File: src/rtl/sim_controller_if.sv
// Control/status bundle between the run sequencer and its environment.
// The slave modport is the sequencer side; master is the driving side.
interface sim_controller_if #(
  parameter int unsigned CNT_W = 32
) ();
  logic             start;
  logic             stop_req;
  logic             eof;
  logic             reading_clk;
  logic             writing_clk;
  logic             enable;
  logic [CNT_W-1:0] sample_cnt;
  logic [CNT_W-1:0] written_cnt;
  logic             busy;
  logic             done;
  logic             timeout;

  modport slave (
    input  start, stop_req, eof, reading_clk, writing_clk,
    output enable, sample_cnt, written_cnt, busy, done, timeout
  );

  modport master (
    output start, stop_req, eof, reading_clk, writing_clk,
    input  enable, sample_cnt, written_cnt, busy, done, timeout
  );
endinterface

File: src/rtl/sim_controller.sv
// Run sequencer: warm-up with the clock driver disabled, run until budget/eof/stop/watchdog,
// then drain outstanding writes and flag completion.
module sim_controller #(
  parameter int unsigned WARMUP_CYCLES  = 16,
  parameter int unsigned MAX_SAMPLES    = 1024,
  parameter int unsigned DRAIN_SAMPLES  = 4,
  parameter int unsigned TIMEOUT_CYCLES = 100000,
  parameter int unsigned CNT_W          = 32
) (
  input  logic          clk,
  input  logic          rst,
  sim_controller_if.slave bus
);

  localparam int unsigned WM_W = (WARMUP_CYCLES > 1)  ? $clog2(WARMUP_CYCLES)      : 1;
  localparam int unsigned WD_W = (TIMEOUT_CYCLES > 0) ? $clog2(TIMEOUT_CYCLES + 1) : 1;
  localparam int unsigned DR_W = (DRAIN_SAMPLES > 0)  ? $clog2(DRAIN_SAMPLES + 1)  : 1;

  typedef enum logic [2:0] {IDLE, WARMUP, RUN, DRAIN, DONE} state_t;

  state_t           state, state_n;
  logic             prev_r, prev_w, rise_r, rise_w;
  logic [WM_W-1:0]  warm_cnt;
  logic [WD_W-1:0]  wdog, wdog_n;
  logic [DR_W-1:0]  drain_cnt, drain_n;
  logic [CNT_W-1:0] sample_n, written_n;
  logic             exit_run, wd_expired;

  function automatic logic [CNT_W-1:0] sat_inc(input logic [CNT_W-1:0] v, input logic inc);
    return (inc && (v != '1)) ? v + 1'b1 : v;
  endfunction

  assign rise_r    = bus.reading_clk & ~prev_r;
  assign rise_w    = bus.writing_clk & ~prev_w;
  assign sample_n  = sat_inc(bus.sample_cnt, rise_r);
  assign written_n = sat_inc(bus.written_cnt, rise_w);

  // Watchdog and drain counters saturate at their limits, so equality is a safe terminal test.
  assign wdog_n  = rise_r ? '0 :
                   (wdog == WD_W'(TIMEOUT_CYCLES)) ? wdog : wdog + 1'b1;
  assign drain_n = (rise_w && (drain_cnt != DR_W'(DRAIN_SAMPLES))) ? drain_cnt + 1'b1 : drain_cnt;

  assign wd_expired = !rise_r && (wdog_n == WD_W'(TIMEOUT_CYCLES));
  assign exit_run   = bus.eof || bus.stop_req ||
                      ((MAX_SAMPLES != 0) && (64'(sample_n) == 64'(MAX_SAMPLES)));

  always_comb begin
    state_n = state;
    case (state)
      IDLE, DONE: if (bus.start) state_n = (WARMUP_CYCLES == 0) ? RUN : WARMUP;
      WARMUP:     if (warm_cnt == WM_W'(WARMUP_CYCLES - 1)) state_n = RUN;
      RUN: begin
        if (wd_expired)    state_n = DONE;
        else if (exit_run) state_n = DRAIN;
      end
      DRAIN:      if (drain_n == DR_W'(DRAIN_SAMPLES)) state_n = DONE;
      default:    state_n = IDLE;
    endcase
  end

  always_ff @(posedge clk) begin
    if (rst) begin
      state           <= IDLE;
      prev_r          <= 1'b0;
      prev_w          <= 1'b0;
      warm_cnt        <= '0;
      wdog            <= '0;
      drain_cnt       <= '0;
      bus.enable      <= 1'b0;
      bus.busy        <= 1'b0;
      bus.done        <= 1'b0;
      bus.timeout     <= 1'b0;
      bus.sample_cnt  <= '0;
      bus.written_cnt <= '0;
    end else begin
      state      <= state_n;
      prev_r     <= bus.reading_clk;
      prev_w     <= bus.writing_clk;
      // Outputs follow the next state so they line up with the state register.
      bus.enable <= (state_n == RUN) || (state_n == DRAIN);
      bus.busy   <= (state_n == WARMUP) || (state_n == RUN) || (state_n == DRAIN);
      bus.done   <= (state_n == DONE);
      case (state)
        IDLE, DONE: begin
          if (bus.start) begin
            bus.sample_cnt  <= '0;
            bus.written_cnt <= '0;
            bus.timeout     <= 1'b0;
            wdog            <= '0;
            warm_cnt        <= '0;
          end
        end
        WARMUP: warm_cnt <= warm_cnt + 1'b1;
        RUN: begin
          bus.sample_cnt  <= sample_n;
          bus.written_cnt <= written_n;
          wdog            <= wdog_n;
          drain_cnt       <= '0;
          if (wd_expired) bus.timeout <= 1'b1;
        end
        DRAIN: begin
          bus.written_cnt <= written_n;
          drain_cnt       <= drain_n;
        end
        default: ;
      endcase
    end
  end

endmodule

File: src/flat_wrapper.sv
// flat-port wrapper written by rule: the top's interface ports become plain ports
module sim_controller_flat 
#(
  parameter int unsigned WARMUP_CYCLES  = 16,
  parameter int unsigned MAX_SAMPLES    = 1024,
  parameter int unsigned DRAIN_SAMPLES  = 4,
  parameter int unsigned TIMEOUT_CYCLES = 100000,
  parameter int unsigned CNT_W          = 32
)
  (clk, rst, bus_start, bus_stop_req, bus_eof, bus_reading_clk, bus_writing_clk, bus_enable, bus_sample_cnt, bus_written_cnt, bus_busy, bus_done, bus_timeout);
  sim_controller_if #(.CNT_W(CNT_W)) bus_i ();
  input  logic clk;
  input  logic rst;
  input wire logic [$bits(bus_i.start)-1:0] bus_start;
  input wire logic [$bits(bus_i.stop_req)-1:0] bus_stop_req;
  input wire logic [$bits(bus_i.eof)-1:0] bus_eof;
  input wire logic [$bits(bus_i.reading_clk)-1:0] bus_reading_clk;
  input wire logic [$bits(bus_i.writing_clk)-1:0] bus_writing_clk;
  output wire logic [$bits(bus_i.enable)-1:0] bus_enable;
  output wire logic [$bits(bus_i.sample_cnt)-1:0] bus_sample_cnt;
  output wire logic [$bits(bus_i.written_cnt)-1:0] bus_written_cnt;
  output wire logic [$bits(bus_i.busy)-1:0] bus_busy;
  output wire logic [$bits(bus_i.done)-1:0] bus_done;
  output wire logic [$bits(bus_i.timeout)-1:0] bus_timeout;
  assign bus_i.start = bus_start;
  assign bus_i.stop_req = bus_stop_req;
  assign bus_i.eof = bus_eof;
  assign bus_i.reading_clk = bus_reading_clk;
  assign bus_i.writing_clk = bus_writing_clk;
  assign bus_enable = bus_i.enable;
  assign bus_sample_cnt = bus_i.sample_cnt;
  assign bus_written_cnt = bus_i.written_cnt;
  assign bus_busy = bus_i.busy;
  assign bus_done = bus_i.done;
  assign bus_timeout = bus_i.timeout;
  sim_controller #(.WARMUP_CYCLES(WARMUP_CYCLES), .MAX_SAMPLES(MAX_SAMPLES), .DRAIN_SAMPLES(DRAIN_SAMPLES), .TIMEOUT_CYCLES(TIMEOUT_CYCLES), .CNT_W(CNT_W)) u_core (.clk(clk), .rst(rst), .bus(bus_i));
endmodule
File: config.mk
export PLATFORM = sky130hd
export DESIGN_NAME = sim_controller_flat
export DESIGN_NICKNAME = d
export VERILOG_FILES = /design/src/rtl/sim_controller_if.sv /design/src/rtl/sim_controller.sv /design/src/flat_wrapper.sv
export SDC_FILE = /design/constraint.sdc
export NUM_CORES = 1
export LEC_CHECK = 0
export BUFFER_PORTS_ARGS = -buffer_cell sky130_fd_sc_hd__buf_4
export CAP_MARGIN = 10
export CORE_UTILIZATION = 53
export CTS_CLUSTER_DIAMETER = 120
export DETAILED_ROUTE_END_ITERATION = 6
export GPL_ROUTABILITY_DRIVEN = 1
export GPL_TIMING_DRIVEN = 0
export PLACE_DENSITY = 0.77
export SLEW_MARGIN = 25
export SYNTH_ARGS = -nofsm -noshare
export SYNTH_HDL_FRONTEND = slang
export SYNTH_SLANG_ARGS = --single-unit
File: constraint.sdc
create_clock -name clk -period 2.6 [get_ports clk]
set_input_delay 0.26 -clock clk [delete_from_list [all_inputs] [get_ports clk]]
set_output_delay 0.26 -clock clk [all_outputs]
set_load 0.05 [all_outputs]
==> qor.csv, run 1 <==
metric,value,unit
fin. max-slew vios,0,
Root Buffer,clkbuf_8,
DR vias,6305,
Routed Antenna Nets,0,
initial DRC count,621,
core outline area,10400,sq um
Die Y-Extent,106,um
WHS Path Cells,2,
row count,37,
Placed Instance Area,6530,sq um
Worst-Skew Late Latency,390,ps
die area,11200,sq um
share of layout cells above drive strength 1,0.244,
Leak,2.54,nW
RSZ-0062 raised after global routing,true,
setup TNS,-232,ps
Max Fclk,353,MHz
drt drc,0,
Post-Syn Nets,774,
maximum vdd drop,0.000267,V
Setup CP Type,flip-flop to flip-flop,
P&R area growth vs syn,24.1,%
post-layout minimum cycle time,2830,ps
CP Max Fanout,6,
hold slack,90.9,ps
n_diodes,0,
CP Data Arrival Time,3090,ps
Setup-failing EPs final,1,
Finished Cell Area,7110,sq um
Num CTS Buffers,9,
Relative slew margins,0.531,
worst-margin pin slew,703,ps
power per cell area,375,nW/um^2
status,finished with violations,
final hold vios,0,
hold path start,bus_writing_clk,
pin count of the biggest net entering global routing,17,
clk buf depth,2,
FF-to-FF End,u_core.state[0],
violated checks,negative setup slack,
distinct cell type count after synthesis,58,
vias in the first global route,5902,
cells after synthesis,760,
final WL,19100,um
Final #Nets,857,
First-pass DRT Iterations,5,
Final Cycle Share,1.09,
gr ovfl total,0,
total I/O pin count,75,
WL/cell,19.4,um
"commonest non-fill, non-tap cell in the layout",nor2_1,
dominant synthesized flop cell,dfxtp_1,
worst r2r src,u_core.bus.sample_cnt[28],
final core occ,0.683,
Setup WS post-layout,-232,ps
CP Data Required Time,2860,ps
Via density,6.41,
first-pass GRT wire length,30000,um
PortBufs,74,
Hold EP,u_core.prev_w,
"EDFF count, synth",0,
GRT Resource Usage Total,0.340,
Yosys warning count,0,
GP Congestion,0.986,
pre-CTS setup slack,-803,ps
asr flop ratio synth,0,
H-tree depth,3,
Clock Sinks,97,
synthesized flop and latch total,97,
hold buffers post-CTS,0,
dpl hpwl,13600,um
Setup Skew,12.7,ps
CP Launch Type,flip-flop,
Worst Setup End Kind,flip-flop,
syn avg cell area,7.54,sq um
highest-count cells in the layout ignoring fill and taps,"nor2_1, buf_4, nand2_1",
CTS tree,done,
initial antenna violation count,0,
R2R setup slack,-230,ps
Die Wd,106,um
Hold Path Class,primary input to flip-flop,
Clock Pin Slew Worst Setup and Hold Paths,100,ps
R2R depth,8,
sequential area share after synthesis,0.339,
filler cell count,877,
Max Cap Viol,0,
"Cell Area, Synth",5730,sq um
starting density of the core,0.550,
[per-stage QoR]
| stage | power [W] | cells |
|---|---|---|
| 2_1_floorplan | 0.00161 | 760 |
| 3_3_place_gp | 0.00167 | 970 |
| 3_5_place_dp | 0.00167 | 970 |
| 4_1_cts | 0.00266 | 978 |
| 5_1_grt | 0.00274 | 984 |
| 6_report | 0.00267 | 984 |
[worst max-delay path, stage by stage, from the launching register on]
cell,delay (ps)
dfxtp_2,430
nand4_4,160
or4_4,560
or4b_4,610
and3_4,200
o21ai_2,170
nor4_2,80
a311oi_2,380
o31ai_1,100
[how the worst max path moves through the flow]
| stage | endpoint | slack [ps] | startpoint |
|---|---|---|---|
| 2_1_floorplan | u_core.state[0] | -20 | u_core.bus.sample_cnt[0] |
| 4_1_cts | u_core.state[0] | -170 | u_core.bus.sample_cnt[1] |
| 3_3_place_gp | u_core.state[1] | -730 | u_core.wdog[0] |
| 6_report | u_core.state[0] | -230 | u_core.bus.sample_cnt[28] |
| 3_5_place_dp | u_core.bus.enable | -800 | u_core.wdog[0] |
| 5_1_grt | u_core.state[0] | -280 | u_core.bus.sample_cnt[4] |
[final cells by class]
cell class | instances | area [sq um] | share of cell area
plain buffers | 27 | 115 | 0.0162
clock buffers | 12 | 166 | 0.0234
clock inverters | 4 | 30.0 | 0.00422
inverters | 11 | 41.3 | 0.00580
multi-input cells | 603 | 3860 | 0.543
flip-flops and latches | 97 | 2020 | 0.284
well taps | 136 | 170 | 0.0239
repair buffers | 94 | 706 | 0.0992
[flip-flops by register name, summed over array words and instances, names as in the netlist]
| name | cells |
|---|---|
| u_core.bus.timeout | 1 |
| u_core.drain_cnt | 3 |
| u_core.prev_r | 1 |
| u_core.prev_w | 1 |
| u_core.state | 3 |
| u_core.bus.busy | 1 |
| u_core.wdog | 17 |
| u_core.bus.written_cnt | 32 |
| u_core.warm_cnt | 4 |
| u_core.bus.sample_cnt | 32 |
| u_core.bus.done | 1 |
| u_core.bus.enable | 1 |
[synthesized netlist by cell type (2+ instances only)]
cell type  instances  area [sq um]
a211oi_1           6          45.0
a21o_1             2          15.0
a21oi_1           44           220
a22oi_1           12          90.1
a311oi_1          21           184
a31o_2             2          17.5
a31oi_1           13          81.3
a32o_1             2          20.0
a41oi_1            2          17.5
and2_1             7          43.8
and3_1            21           131
and4_1            13           114
and4b_1            4          40.0
buf_2              6          30.0
clkbuf_1          43           161
dfxtp_1           97          1940
ha_1               7          87.6
inv_1             11          41.3
mux2i_1            8          80.1
nand2_1           70           263
nand2b_1           9          56.3
nand3_1           30           150
nand3b_1           4          30.0
nand4_1           31           194
nor2_1           115           432
nor2b_1            6          37.5
nor3_1            23           115
nor3b_1            4          30.0
nor4_1            18           113
o2111ai_1          2          17.5
o211ai_1           2          15.0
o21ai_0           38           190
o21ai_1            5          25.0
o22ai_1            5          31.3
o31ai_1            6          45.0
or2_2              3          18.8
or3_1              6          37.5
or4_1              3          22.5
xnor2_1           19           166
xor2_1            22           193
[cells by family (layout without fill, tap and decap cells)]
| logic type | count (synthesis) | after routing | share of synthesized area |
|---|---|---|---|
| multiplexers | 9 | 9 | 0.0159 |
| buffers and inverters | 60 | 148 | 0.0406 |
| AO/OA/AOI/OAI | 169 | 169 | 0.188 |
| adder cells (fa/ha/maj) | 7 | 7 | 0.0153 |
| flip-flops | 97 | 97 | 0.339 |
| XOR/XNOR | 41 | 41 | 0.0626 |
| AND/OR/NAND/NOR | 377 | 377 | 0.339 |
[power breakdown]
group / leakage (nW) / internal, W / switching (W)
registers: 0.805 / 0.00148 / 0.00000596
clock network: 0.0985 / 0.000439 / 0.000589
logic: 1.64 / 0.0000385 / 0.000116
total: 2.54 / 0.00195 / 0.000711
[per-layer routing]
metal / up-vias / global-route usage / part of all wire
met5: - / 0 / 0
met4: 0 / 0.118 / 0.016
met3: 30 / 0.0417 / 0.071
met2: 307 / 0.565 / 0.48
met1: 2996 / 0.454 / 0.44
li1: 2972 / - / -
[repair_timing]
| action | CTS | global route |
|---|---|---|
| setup buffers | 10 | 10 |
| endpoints found under the setup margin | 41 | 44 |
| pin swaps | 8 | 12 |
| gates cloned | 0 | 0 |
| gates resized for setup | 39 | 43 |
Note: power is estimated with default switching activity, not from simulation.
==> inputs of run 2 (changes only) <==
Settings changed: BUFFER_PORTS_ARGS -buffer_cell sky130_fd_sc_hd__buf_4 to default, CORE_UTILIZATION 53 to 58, DONT_BUFFER_PORTS from default to 1, PLACE_DENSITY 0.77 to 0.76.
==> run 2 against run 1 <==
The run still ends with negative setup slack left. Highest routed layer unchanged. Critical path type unchanged. Critical endpoint unchanged. Sequential share of layout area rose by 3.2 points. Sequential power is essentially flat. Die area shrank 8.5%.
==> qor.csv, run 2 (synthesis gave the netlist of run 1 again) <==
metric,value,unit
post-layout minimum cycle time,2970,ps
Setup Skew,17.2,ps
Routed Antenna Nets,0,
share of layout cells above drive strength 1,0.196,
dpl hpwl,12900,um
Die Y-Extent,101,um
initial DRC count,476,
Max Fclk,337,MHz
final hold vios,0,
Via density,6.71,
highest-delay cell along the critical path,or4b_4,
final core occ,0.700,
hold buffers post-CTS,0,
final WL,18500,um
CP Launch Type,flip-flop,
initial antenna violation count,0,
"commonest non-fill, non-tap cell in the layout",nor2_1,
violated checks,negative setup slack,
gr ovfl total,0,
maximum vdd drop,0.000280,V
Root Buffer,clkbuf_8,
First-pass DRT Iterations,5,
RSZ-0062 raised after global routing,true,
R2R setup slack,-370,ps
H-tree depth,3,
Die Wd,101,um
pin count of the biggest net entering global routing,19,
post-layout total power,0.00255,W
PortBufs,0,
starting density of the core,0.609,
CP Data Arrival Time,3200,ps
Clock Sinks,97,
Clock Pin Slew Worst Setup and Hold Paths,100,ps
DP Cell Count,889,
Max Cap Viol,0,
CP Data Required Time,2830,ps
P&R area growth vs syn,15.0,%
Slowest Stage Delay on Critical Path,560,ps
Hold Path Class,primary input to flip-flop,
n_diodes,0,
CP Max Fanout,10,
crit path cell chain,buf_6 > nand4_1 > or4_4 > or4b_4 > and3_1 > o21ai_1 > nor4_2 > a311oi_1 > o31ai_1,
row count,35,
Largest regs,"u_core.bus.sample_cnt x32, u_core.bus.written_cnt x32, u_core.wdog x17",
total I/O pin count,75,
WL/cell,20.3,um
power per cell area,388,nW/um^2
first-pass GRT wire length,28500,um
CTS tree,done,
worst-margin pin slew,735,ps
vias in the first global route,5681,
Worst-Skew Late Latency,380,ps
fin. max-slew vios,0,
core outline area,9420,sq um
GP Congestion,1.06,
status,finished with violations,
Setup CP Type,flip-flop to flip-flop,
Setup-failing EPs final,1,
Relative slew margins,0.510,
Setup WS post-layout,-365,ps
filler cell count,772,
Worst Setup End Kind,flip-flop,
Final Non-Filler Cells,911,
DR vias,6110,
GRT Resource Usage Total,0.358,
drt drc,0,
Final Cycle Share,1.14,
clk buf depth,2,
highest-count cells in the layout ignoring fill and taps,"nor2_1, nand2_1, a21oi_1",
Final #Nets,791,
Leak,2.16,nW
Num CTS Buffers,9,
die area,10300,sq um
[run 2: cell count changes in the layout (fill, tap and decap cells not counted), moves of 2 or more]
| cell | previous run | this run |
|---|---|---|
| buf_4 | 95 | 17 |
| dfxtp_1 | 60 | 41 |
| dfxtp_4 | 13 | 29 |
| clkbuf_2 | 4 | 10 |
| dfxtp_2 | 24 | 27 |
| a21oi_2 | 3 | 1 |
| and3_1 | 19 | 21 |
| buf_6 | 0 | 2 |
| o21ai_0 | 38 | 36 |
| o21ai_1 | 4 | 6 |
[run 2: repair_timing]
| action | 4_1_cts | 5_1_grt |
|---|---|---|
| pin swaps | 8 | 3 |
| setup endpoints to repair | 58 | 43 |
| gates resized for setup | 78 | 41 |
| setup buffers | 12 | 4 |
[run 2: area by class of cell]
type / count / area, sq um / area share
Tap cell: 129 / 161 / 0.0245
Multi-Input combinational cell: 603 / 3810 / 0.579
Inverter: 11 / 41.3 / 0.00627
Clock buffer: 9 / 124 / 0.0188
Clock inverter: 7 / 57.6 / 0.00873
Timing Repair Buffer: 16 / 116 / 0.0177
Buffer: 39 / 190 / 0.0289
Sequential cell: 97 / 2080 / 0.316
[run 2: where the power goes]
part | leakage [nW] | internal [W] | switching (W)
logic | 1.25 | 0.0000311 | 0.000106
registers | 0.820 | 0.00146 | 0.0000106
clock network | 0.0968 | 0.000366 | 0.000580
total | 2.16 | 0.00186 | 0.000697
[run 2: routing by layer]
| layer | wire [um] | part of all wire | GRT usage | vias up |
|---|---|---|---|---|
| li1 | - | - | - | 2840 |
| met1 | 7560 | 0.41 | 0.457 | 2893 |
| met2 | 8680 | 0.47 | 0.582 | 316 |
| met3 | 1660 | 0.090 | 0.0780 | 61 |
| met4 | 614 | 0.033 | 0.161 | 0 |
| met5 | 0 | 0 | 0 | - |
[run 2: per-stage QoR]
step | hold WS [ps] | setup TNS [ps] | setup slack, ps | area, sq um
floorplan | 388 | -19.5 | -19.5 | 5800
global placement | 390 | -10050 | -853 | 5960
detailed placement | 401 | -10850 | -867 | 5960
CTS | 20.9 | -314 | -314 | 6440
global route | 24.2 | -588 | -419 | 6590
finish | 23.2 | -365 | -365 | 6590
[run 2: worst max-delay path, delay by kind of cell, from the launching register on]
kind | cells | cell delay [ps]
flip-flops | 1 | 460
buffers and inverters | 1 | 170
AND/OR/NAND/NOR | 5 | 1550
AO/OA/AOI/OAI | 3 | 650
[run 2: final timing paths]
path,startpoint,endpoint,depth (start not counted)
worst min-delay path,bus_reading_clk,u_core.prev_r,1
worst min register to register,u_core.warm_cnt[3],u_core.warm_cnt[3],1
worst max-delay path,u_core.bus.sample_cnt[5],u_core.state[0],9
worst max register to register,u_core.bus.sample_cnt[5],u_core.state[0],9
==> inputs of run 3 (changes only) <==
Settings changed: CORE_MARGIN from default to 3, REMOVE_ABC_BUFFERS from default to 1, SLEW_MARGIN 25 to 15.
==> run 3 against run 2 <==
Critical path depth is the same. Combinational power shrank 12%. Worst hold slack lost 6.9 ps. Final cell count shrank 4.1%. Sequential power is essentially flat. Final area shrank 1.2%. Sequential cell count is the same. Non-clock buffer count shrank 36. The flow still finishes with violations (negative setup slack). Via count shrank 4.9%. Total power grew 5.6%. Largest cell class unchanged. Global-route usage shrank 7.2 points.
==> qor.csv, run 3 (synthesis gave the netlist of run 1 again) <==
metric,value,unit
"commonest non-fill, non-tap cell in the layout",nor2_1,
Die Y-Extent,105,um
initial DRC count,429,
GRT Resource Usage Total,0.287,
n_diodes,0,
Final Cycle Share,1.17,
Setup-failing EPs final,1,
vias in the first global route,5494,
Max Cap Viol,0,
Routed Antenna Nets,0,
Final #Nets,755,
CP Data Required Time,2860,ps
Max Fclk,329,MHz
Clock Sinks,97,
Slowest Stage Delay on Critical Path,600,ps
Hold Path Class,primary input to flip-flop,
final core occ,0.692,
Clock Pin Slew Worst Setup and Hold Paths,100,ps
total I/O pin count,75,
first-pass GRT wire length,26600,um
WL/cell,18.5,um
CP Launch Type,flip-flop,
R2R depth,9,
maximum vdd drop,0.000267,V
status,finished with violations,
DR vias,5808,
Num CTS Buffers,9,
dpl hpwl,10700,um
CP Max Fanout,7,
crit path cell chain,ha_4 > nand3_4 > or4_4 > or4b_4 > and2_4 > a41oi_4 > nor4_4 > a311oi_2 > o31ai_1,
Setup WS post-layout,-442,ps
pre-CTS setup slack,-1270,ps
core outline area,9420,sq um
filler cell count,773,
CP Launch Point,u_core.bus.sample_cnt[1],
share of layout cells above drive strength 1,0.176,
final WL,16200,um
H-tree depth,3,
clk buf depth,2,
row count,35,
FF-to-FF End,u_core.state[0],
worst r2r src,u_core.bus.sample_cnt[1],
drt drc,0,
power per cell area,414,nW/um^2
highest-delay cell along the critical path,or4b_4,
Worst Setup End Kind,flip-flop,
die area,11100,sq um
worst-margin pin slew,866,ps
First-pass DRT Iterations,5,
Via density,6.65,
RSZ-0062 raised after global routing,true,
Worst Setup EP,u_core.state[0],
CTS tree,done,
post-layout minimum cycle time,3040,ps
starting density of the core,0.609,
initial antenna violation count,0,
final hold vios,0,
violated checks,negative setup slack,
Largest regs,"u_core.bus.sample_cnt x32, u_core.bus.written_cnt x32, u_core.wdog x17",
Setup CP Type,flip-flop to flip-flop,
highest-count cells in the layout ignoring fill and taps,"nor2_1, nand2_1, dfxtp_1",
R2R setup slack,-440,ps
fin. max-slew vios,0,
gr ovfl total,0,
Die Wd,105,um
CP Data Arrival Time,3300,ps
Relative slew margins,0.421,
P&R area growth vs syn,13.6,%
Worst-Skew Late Latency,380,ps
Root Buffer,clkbuf_8,
Leak,2.09,nW
pin count of the biggest net entering global routing,64,
PortBufs,0,
GP Congestion,0.937,
hold path start,bus_reading_clk,
Setup Skew,12.3,ps
## run 3: changes by cell type in the layout (fill, tap and decap cells not counted), moves of 2 or more
cell       previous run  this run
inv_6                 3         1
clkbuf_1             22         1
nor2_2                3         0
nor2_1              110       112
clkbuf_4              2         0
dfxtp_2              27        22
dfxtp_1              41        44
clkbuf_2             10         0
a311oi_2              4         1
dfxtp_4              29        31
a311oi_1             17        20
bufinv_16             0         2
buf_6                 2         0
nand2_1              69        67
## run 3: final cells by class
type,count,area (sq um),share of cell area
Clock buffer,11,141,0.0217
Clock inverter,4,76.3,0.0117
Inverter,11,41.3,0.00634
Multi-Input combinational cell,603,3840,0.590
Sequential cell,97,2090,0.320
Tap cell,129,161,0.0248
Timing Repair Buffer,19,166,0.0255
## run 3: per-stage QoR
stage          total power (W)  hold WS (ps)  TNS (ps)  cell area [sq um]  cells
4_1_cts                0.00272          9.03      -377               6260    867
3_5_place_dp           0.00163           338    -22540               5720    841
6_report               0.00270          16.4      -442               6510    874
5_1_grt                0.00279          16.2      -469               6510    874
3_3_place_gp           0.00163           338    -44630               5700    840
2_1_floorplan          0.00160           329     -1570               5540    711
## run 3: report_power, final
group          internal [W]  switching (W)  total, W
combinational     0.0000305      0.0000894  0.000120
sequential          0.00146      0.0000113   0.00147
clock              0.000567       0.000541   0.00111
## run 3: worst min path at each step
stage / endpoint / slack, ps / depth (start not counted)
2_1_floorplan: u_core.bus.busy / 330 / 1
3_3_place_gp: u_core.bus.sample_cnt[15] / 340 / 1
3_5_place_dp: u_core.bus.sample_cnt[15] / 340 / 1
4_1_cts: u_core.prev_r / 9 / 1
5_1_grt: u_core.prev_r / 20 / 1
6_report: u_core.prev_r / 20 / 1
## run 3: critical path: cells and delay by family (launching register included)
kind	cells	cell delay (ps)
fa+ha+maj	1	190
simple gates	5	1470
compound gates	3	790
flops	1	490
## run 3: what timing repair did
action                     4_1_cts  5_1_grt
hold endpoints to repair        63        0
setup endpoints to repair       69       50
hold buffers                     1        0
pin swaps                       12        8
gates cloned                     0        0
gates resized for setup         83       50
setup buffers                   10        7
## run 3: routing by layer
metal | vias up | wire length [um] | global-route usage
met5 | - | 0 | 0
met1 | 2768 | 6680 | 0.353
li1 | 2749 | - | -
met3 | 43 | 1300 | 0.0802
met4 | 0 | 384 | 0.0965
met2 | 248 | 7790 | 0.480
